## config.mk

```make
export PLATFORM = sky130hd
export DESIGN_NAME = syn_gpu_job_lb_mstr
export DESIGN_NICKNAME = d
export VERILOG_FILES = /design/src/rtl/syn_gpu_job_lb_mstr.sv
export SDC_FILE = /design/constraint.sdc
export NUM_CORES = 1
export LEC_CHECK = 0
export ABC_CLOCK_PERIOD_IN_PS = 2400
export CORE_MARGIN = 2
export CORE_UTILIZATION = 34
export CTS_BUF_LIST = sky130_fd_sc_hd__clkbuf_16
export DETAILED_ROUTE_END_ITERATION = 10
export HOLD_SLACK_MARGIN = 0.06
export PLACE_DENSITY = 0.71
export SLEW_MARGIN = 10
export SYNTH_ARGS = -nofsm -noshare
export SYNTH_HDL_FRONTEND = slang
export SYNTH_SLANG_ARGS = --single-unit
```

## constraint.sdc

```tcl
create_clock -name clk_ir -period 2.4 [get_ports clk_ir]
set_input_delay 0.72 -clock clk_ir [delete_from_list [all_inputs] [get_ports clk_ir]]
set_output_delay 0.72 -clock clk_ir [all_outputs]
set_load 0.005 [all_outputs]
```

## src/rtl/syn_gpu_job_lb_mstr.sv

```systemverilog
// ----------------------------------------------------------------------------
// syn_gpu_job_lb_mstr
// Local-bus master that turns one job-descriptor handshake into a sequence of
// LB writes into the GPU core register file. After reset, the first job also
// enables the core through the CONTROL register. Every job writes
// JOB_BFFR_1..7 and then JOB_BFFR_0. The JOB_BFFR_0 write is the action write
// that starts the job.
//
// Optional feature, controlled by the macro SYN_GPU_JOB_MSTR_POLL_EN:
//   defined   - after the JOB_BFFR_0 ack, STATUS is polled until bit 0 reads 0.
//               Polls are spaced by P_POLL_GAP idle cycles and limited to
//               P_POLL_MAX attempts.
//   undefined - there are no poll states, lb_rd_en is tied low, and job_done
//               follows the JOB_BFFR_0 ack directly.
//
// LB protocol: a strobe is high for exactly one cycle. The master then waits
// for the matching valid. The next strobe goes out the cycle after that ack.
// Address and write data hold steady from the strobe until the ack.
// ----------------------------------------------------------------------------
module syn_gpu_job_lb_mstr #(
  parameter int                     P_LB_ADDR_W      = 8,
  parameter int                     P_LB_DATA_W      = 32,
  parameter logic [P_LB_ADDR_W-1:0] P_CTRL_ADDR      = 'h00,
  parameter logic [P_LB_ADDR_W-1:0] P_STATUS_ADDR    = 'h01,
  parameter logic [P_LB_ADDR_W-1:0] P_BFFR_BASE_ADDR = 'h02,
  parameter int                     P_ACK_TMO        = 16,
  parameter int                     P_POLL_GAP       = 4,
  parameter int                     P_POLL_MAX       = 1024
) (
  input  logic                   clk_ir,
  input  logic                   rst_sync,
  input  logic                   job_valid,
  output logic                   job_ready,
  input  logic [1:0]             job_action,
  input  logic [1:0]             job_shape,
  input  logic [15:0]            job_x0,
  input  logic [15:0]            job_y0,
  input  logic [15:0]            job_x1,
  input  logic [15:0]            job_y1,
  input  logic [15:0]            job_color,
  input  logic [3:0]             job_width,
  output logic                   job_done,
  output logic                   job_err,
  output logic                   busy,
  output logic                   lb_wr_en,
  output logic                   lb_rd_en,
  output logic [P_LB_ADDR_W-1:0] lb_addr,
  output logic [P_LB_DATA_W-1:0] lb_wr_data,
  input  logic                   lb_wr_valid,
  input  logic                   lb_rd_valid,
  input  logic [P_LB_DATA_W-1:0] lb_rd_data
);

  localparam int ACK_W = $clog2(P_ACK_TMO + 1);

  typedef enum logic [2:0] {
    S_IDLE,
    S_EN_WR,
    S_EN_ACK,
    S_BF_WR,
    S_BF_ACK,
    S_POLL_RD,
    S_POLL_ACK,
    S_POLL_GAP
  } state_t;

  typedef struct packed {
    logic [1:0]  action;
    logic [1:0]  shape;
    logic [15:0] x0;
    logic [15:0] y0;
    logic [15:0] x1;
    logic [15:0] y1;
    logic [15:0] color;
    logic [3:0]  width;
  } job_t;

  state_t           state;
  job_t             job_q;
  job_t             job_in;
  logic             en_done;
  logic [2:0]       idx;
  logic [2:0]       idx_nxt;
  logic [ACK_W-1:0] ack_cnt;

  assign job_in = '{action: job_action, shape: job_shape,
                    x0: job_x0, y0: job_y0, x1: job_x1, y1: job_y1,
                    color: job_color, width: job_width};

  // JOB_BFFR_n order is 1..7 and then 0; the 3-bit index wraps 7 -> 0.
  assign idx_nxt = idx + 3'd1;

  // Register address of JOB_BFFR_n.
  function automatic logic [P_LB_ADDR_W-1:0] bf_addr(input logic [2:0] n);
    return P_BFFR_BASE_ADDR + P_LB_ADDR_W'(n);
  endfunction

  // Field carried by JOB_BFFR_n, zero-extended to the bus width.
  function automatic logic [P_LB_DATA_W-1:0] bf_data(input logic [2:0] n,
                                                     input job_t       j);
    logic [P_LB_DATA_W-1:0] d;
    // NOTE: give d a value before the case so that no path through this
    // decode can leave it unassigned, which would infer a latch.
    d = '0;
    case (n)
      3'd0:    d = P_LB_DATA_W'(j.action);
      3'd1:    d = P_LB_DATA_W'(j.shape);
      3'd2:    d = P_LB_DATA_W'(j.x0);
      3'd3:    d = P_LB_DATA_W'(j.y0);
      3'd4:    d = P_LB_DATA_W'(j.x1);
      3'd5:    d = P_LB_DATA_W'(j.y1);
      3'd6:    d = P_LB_DATA_W'(j.color);
      default: d = P_LB_DATA_W'(j.width);
    endcase
    return d;
  endfunction

`ifdef SYN_GPU_JOB_MSTR_POLL_EN
  localparam int POLL_W = $clog2(P_POLL_MAX + 1);
  localparam int GAP_W  = $clog2(P_POLL_GAP + 1);

  logic [POLL_W-1:0] poll_cnt;
  logic [GAP_W-1:0]  gap_cnt;
  logic              unused_rd;

  // Only the euclid-busy bit of STATUS matters.
  assign unused_rd = ^lb_rd_data[P_LB_DATA_W-1:1];
`else
  logic unused_rd;

  // Without polling, the read side of the bus and the poll settings are not used.
  assign unused_rd = ^{lb_rd_valid, lb_rd_data, P_STATUS_ADDR, P_POLL_GAP, P_POLL_MAX};
  assign lb_rd_en  = 1'b0;
`endif

  // Job sequencer FSM. Every output is registered here.
  always_ff @(posedge clk_ir) begin
    if (rst_sync) begin
      state      <= S_IDLE;
      // NOTE: the descriptor register is reset only to keep simulation free of
      // X values. It is always reloaded before use, so it needs no reset to work.
      job_q      <= '0;
      en_done    <= 1'b0;
      idx        <= '0;
      ack_cnt    <= '0;
      job_ready  <= 1'b1;
      job_done   <= 1'b0;
      job_err    <= 1'b0;
      busy       <= 1'b0;
      lb_wr_en   <= 1'b0;
      lb_addr    <= '0;
      lb_wr_data <= '0;
`ifdef SYN_GPU_JOB_MSTR_POLL_EN
      lb_rd_en   <= 1'b0;
      poll_cnt   <= '0;
      gap_cnt    <= '0;
`endif
    end else begin
      // NOTE: sequential state uses non-blocking assignments only. The pulse
      // defaults below are then overridden by later assignments in this block.
      job_done <= 1'b0;
      job_err  <= 1'b0;
      lb_wr_en <= 1'b0;
`ifdef SYN_GPU_JOB_MSTR_POLL_EN
      lb_rd_en <= 1'b0;
`endif
      case (state)
        S_IDLE: begin
          if (job_valid && job_ready) begin
            job_q     <= job_in;
            job_ready <= 1'b0;
            busy      <= 1'b1;
            ack_cnt   <= '0;
            idx       <= 3'd1;
            lb_wr_en  <= 1'b1;
            if (!en_done) begin
              state      <= S_EN_WR;
              lb_addr    <= P_CTRL_ADDR;
              lb_wr_data <= P_LB_DATA_W'(1);
            end else begin
              state      <= S_BF_WR;
              lb_addr    <= bf_addr(3'd1);
              lb_wr_data <= bf_data(3'd1, job_in);
            end
          end
        end

        S_EN_WR: state <= S_EN_ACK;

        S_EN_ACK: begin
          if (lb_wr_valid) begin
            en_done    <= 1'b1;
            ack_cnt    <= '0;
            state      <= S_BF_WR;
            lb_wr_en   <= 1'b1;
            lb_addr    <= bf_addr(idx);
            lb_wr_data <= bf_data(idx, job_q);
          end else if (ack_cnt == ACK_W'(P_ACK_TMO - 1)) begin
            state     <= S_IDLE;
            job_err   <= 1'b1;
            job_ready <= 1'b1;
            busy      <= 1'b0;
          end else begin
            ack_cnt <= ack_cnt + 1'b1;
          end
        end

        S_BF_WR: state <= S_BF_ACK;

        S_BF_ACK: begin
          if (lb_wr_valid) begin
            ack_cnt <= '0;
            if (idx == 3'd0) begin
`ifdef SYN_GPU_JOB_MSTR_POLL_EN
              state    <= S_POLL_RD;
              lb_rd_en <= 1'b1;
              lb_addr  <= P_STATUS_ADDR;
              poll_cnt <= POLL_W'(1);
`else
              state     <= S_IDLE;
              job_done  <= 1'b1;
              job_ready <= 1'b1;
              busy      <= 1'b0;
`endif
            end else begin
              idx        <= idx_nxt;
              state      <= S_BF_WR;
              lb_wr_en   <= 1'b1;
              lb_addr    <= bf_addr(idx_nxt);
              lb_wr_data <= bf_data(idx_nxt, job_q);
            end
          end else if (ack_cnt == ACK_W'(P_ACK_TMO - 1)) begin
            state     <= S_IDLE;
            job_err   <= 1'b1;
            job_ready <= 1'b1;
            busy      <= 1'b0;
          end else begin
            ack_cnt <= ack_cnt + 1'b1;
          end
        end

`ifdef SYN_GPU_JOB_MSTR_POLL_EN
        S_POLL_RD: state <= S_POLL_ACK;

        S_POLL_ACK: begin
          if (lb_rd_valid) begin
            ack_cnt <= '0;
            if (!lb_rd_data[0]) begin
              state     <= S_IDLE;
              job_done  <= 1'b1;
              job_ready <= 1'b1;
              busy      <= 1'b0;
            end else if (poll_cnt == POLL_W'(P_POLL_MAX)) begin
              state     <= S_IDLE;
              job_err   <= 1'b1;
              job_ready <= 1'b1;
              busy      <= 1'b0;
            end else begin
              state   <= S_POLL_GAP;
              gap_cnt <= '0;
            end
          end else if (ack_cnt == ACK_W'(P_ACK_TMO - 1)) begin
            state     <= S_IDLE;
            job_err   <= 1'b1;
            job_ready <= 1'b1;
            busy      <= 1'b0;
          end else begin
            ack_cnt <= ack_cnt + 1'b1;
          end
        end

        S_POLL_GAP: begin
          if (gap_cnt == GAP_W'(P_POLL_GAP - 1)) begin
            state    <= S_POLL_RD;
            lb_rd_en <= 1'b1;
            lb_addr  <= P_STATUS_ADDR;
            poll_cnt <= poll_cnt + 1'b1;
          end else begin
            gap_cnt <= gap_cnt + 1'b1;
          end
        end
`endif

        default: begin
          state     <= S_IDLE;
          job_ready <= 1'b1;
          busy      <= 1'b0;
        end
      endcase
    end
  end

endmodule

```

==> impl_metrics.json <==
{
  "final_cells": 1161,
  "place.detailed.hpwl_um": 13500,
  "yosysUniqueCellTypes": 54,
  "drv_slew": 0,
  "design.portCount": 171,
  "leakagePower_nw": 3.07,
  "path_buf_inv": 2,
  "async_flop_share_pct": 0,
  "synth_top_family_by_area": "compound AO/OA/AOI/OAI gates",
  "post_drt_via_cell_ratio": 5.40,
  "finalWeightedCongestion": 0.893,
  "netlist_area_um2": 6290,
  "synthXorXnorAreaFrac_pct": 0,
  "num_vias": 6265,
  "synth_compound_gate_area_share_pct": 30.1,
  "cts_hold_buffers": 0,
  "final_period_utilization_pct": 93.3,
  "placed_cells_incl_taps": 1129,
  "final.hold.worst_slack_ps": 452,
  "syn-instance-count": 808,
  "grt_pass1_wl_um": 29600,
  "tritoncts_clock_tree": "done",
  "antenna-diode-count": 0,
  "netlist.top_cell.by_area": "dfxtp_1",
  "power_per_cell_area_nw_per_um2": 746,
  "grt_max_degree": 95,
  "ys_seq_elements": 125,
  "synthDominantCellAreaShare_pct": 39.8,
  "drt_iter0_markers": 570,
  "synth_area_leaders": "dfxtp_1 40%, a21oi_1 12%, nand2_1 12%",
  "design.die.area_um2": 19600,
  "worstPathArrival_ps": 2540,
  "rsz0062_at_grt": "no",
  "floorplan.die.width_um": 140,
  "critPathTopFamily": "compound AO/OA/AOI/OAI gates",
  "synth_sequential_area_ratio_pct": 39.8,
  "crit_fanout": 22,
  "slew-limit-headroom_pct": 66.2,
  "clock_latency_ps": 420,
  "report.final.setup_viol": 0,
  "synth-edff-count": 0,
  "worstMarginPinSlew_ps": 504,
  "port_buffers": 116,
  "floorplan.die.height_um": 140,
  "start_kind": "flop",
  "worst_setup_path_end_kind": "flop",
  "cp_cell_sequence": "inv_1, ha_1, buf_4, a22o_1, a221oi_1, a31oi_1, nor3_1, a21oi_1",
  "timing.final.hold_violations": 0,
  "period_needed_ps": 2240,
  "syn2layout_area_growth_pct": 34.0,
  "wl_per_cell_um": 16.4,
  "worst_clock_skew_ps": 7.46,
  "worst_path_max_delay_cell": "dfxtp_1",
  "htree_num_levels": 4,
  "cts-buffers-inserted": 17,
  "hold_path_class": "reg -> reg",
  "fp-row-count": 49,
  "run_status": "finished, final reports clean",
  "hold_depth": 2,
  "placed_area_um2": 7800,
  "fin_setup_tns_ps": 0,
  "final_layout_size_suffix_gt1_share_pct": 10.4,
  "yosysWarningCount": 0,
  "gr-total-overflow": 0,
  "cp.depth": 8,
  "worst_ir_drop_vdd_v": 0.000864,
  "achievable_freq_mhz": 447,
  "per_instance_average_area_after_synthesis_um2": 7.78,
  "critical_path_class": "reg -> reg",
  "synth.area.mux_share_pct": 2.33,
  "postCtsSetupRepairBufs": 0,
  "max_cap_violations": 0,
  "clock_sinks": 125,
  "final_cell_area_um2": 8420,
  "cts_root_buf": "clkbuf_16",
  "required_time_of_the_critical_path_ps": 2700,
  "worst_setup_hold_path_clk_slew_ps": 60,
  "floorplan.core_area_um2": 18000,
  "worstRegToRegCells": 8,
  "routed_wirelength_um": 19100,
  "grt_antenna_before_repair": 0,
  "initial_core_util_pct": 34.9,
  "post_cts_resized": 0,
  "grt_pass1_vias": 5516,
  "post_synth_fa_ha_maj_area_fraction_pct": 2.19,
  "track_usage_pct": 19.0,
  "critical-path-max-stage-delay_ps": 440,
  "max-clock-path-buffers": 2,
  "drc": 0,
  "route.antenna.remaining_nets": 0,
  "detailedRoute.firstPassIterationCount": 7,
  "fin_nets": 1055,
  "synth_simple_gate_area_share_pct": 17.7,
  "postSynth.topFlopCell": "dfxtp_1"
}
report_power, final:
part	switching, mW	internal [mW]	total (mW)
Clock	0.970	1.73	2.70
Combinational	0.569	0.565	1.13
Sequential	0.181	2.27	2.45
Total	1.72	4.57	6.29
logic make-up after synthesis:
family,Yosys count
muxes,13
other,1
AOI/OAI and AO/OA,298
DFF,125
and+or+nand+nor,260
buffers and inverters,100
adders and majority gates,11
Yosys cell counts, drive strengths merged (4+ instances only):
master / count
a31oi: 5
clkbuf: 47
nand2b: 4
a22oi: 13
dfxtp: 125
a222oi: 19
inv: 11
a221oi: 5
nor2: 13
o22a: 14
and3: 4
nand3: 9
a21oi: 155
or4: 4
o21ai: 33
mux2: 13
a22o: 27
buf: 42
ha: 11
nor3: 6
nand2: 199
nor2b: 6
cell usage in the layout (no fill, tap or decap), drive strengths merged, types with 4 or more instances in the layout:
cell	n
nand2	199
a21oi	155
dfxtp	125
clkdlybuf4s50	115
buf	46
o21ai	33
a22o	27
conb	21
a222oi	19
clkbuf	17
o22a	14
nor2	13
mux2	13
a22oi	13
inv	12
ha	11
nand3	9
nor2b	6
nor3	6
a221oi	5
a31oi	5
clkinvlp	5
clkinv	5
or4	4
and3	4
nand2b	4
bufinv	4
per-layer routing:
layer | global-route usage (%) | wire length, um
met1 | 28.7 | 9420
met2 | 26.3 | 7880
met4 | 5.79 | 227
met3 | 4.58 | 1530
met5 | 0 | 0
through the flow:
stage	worst slack, ps	power, mW	util [%]
after floorplan	267	3.07	-
after global placement	-107	3.60	43.3
after detailed placement	-148	3.61	43.3
after CTS	221	6.32	46.7
after global routing	44.9	6.57	46.7
final	161	6.29	46.7
worst register-to-register path, cell delays in order, from the launching register on:
cell and delay, ps:
dfxtp_1 440, inv_1 120, ha_1 270, buf_4 230, a22o_1 260, a221oi_1 260, a31oi_1 140, nor3_1 290
a21oi_1 110
state kept, by name, summed over array words and instances (netlist names):
name        count
job_done        1
en_done         1
job_q          88
lb_wr_en        1
busy            1
lb_wr_data     16
job_err         1
lb_addr         4
state           3
idx             3
ack_cnt         5
job_ready       1
path summary, 6_finish.rpt:
path,from,to,slack [ps]
min reg2reg,lb_addr[3],lb_addr[3],450
max,idx[0],lb_wr_data[0],160
min,lb_addr[3],lb_addr[3],450
max reg2reg,idx[0],lb_wr_data[0],160
layout make-up:
cell class,instances,area (um^2)
repair buffers,161,1590
well taps,229,287
clock inverters,15,196
flip-flops and latches,125,2500
fillers,1794,9600
clock buffers,17,425
inverters,11,41.3
multi-input cells,603,3380
Note: power is estimated with default switching activity, not from simulation.
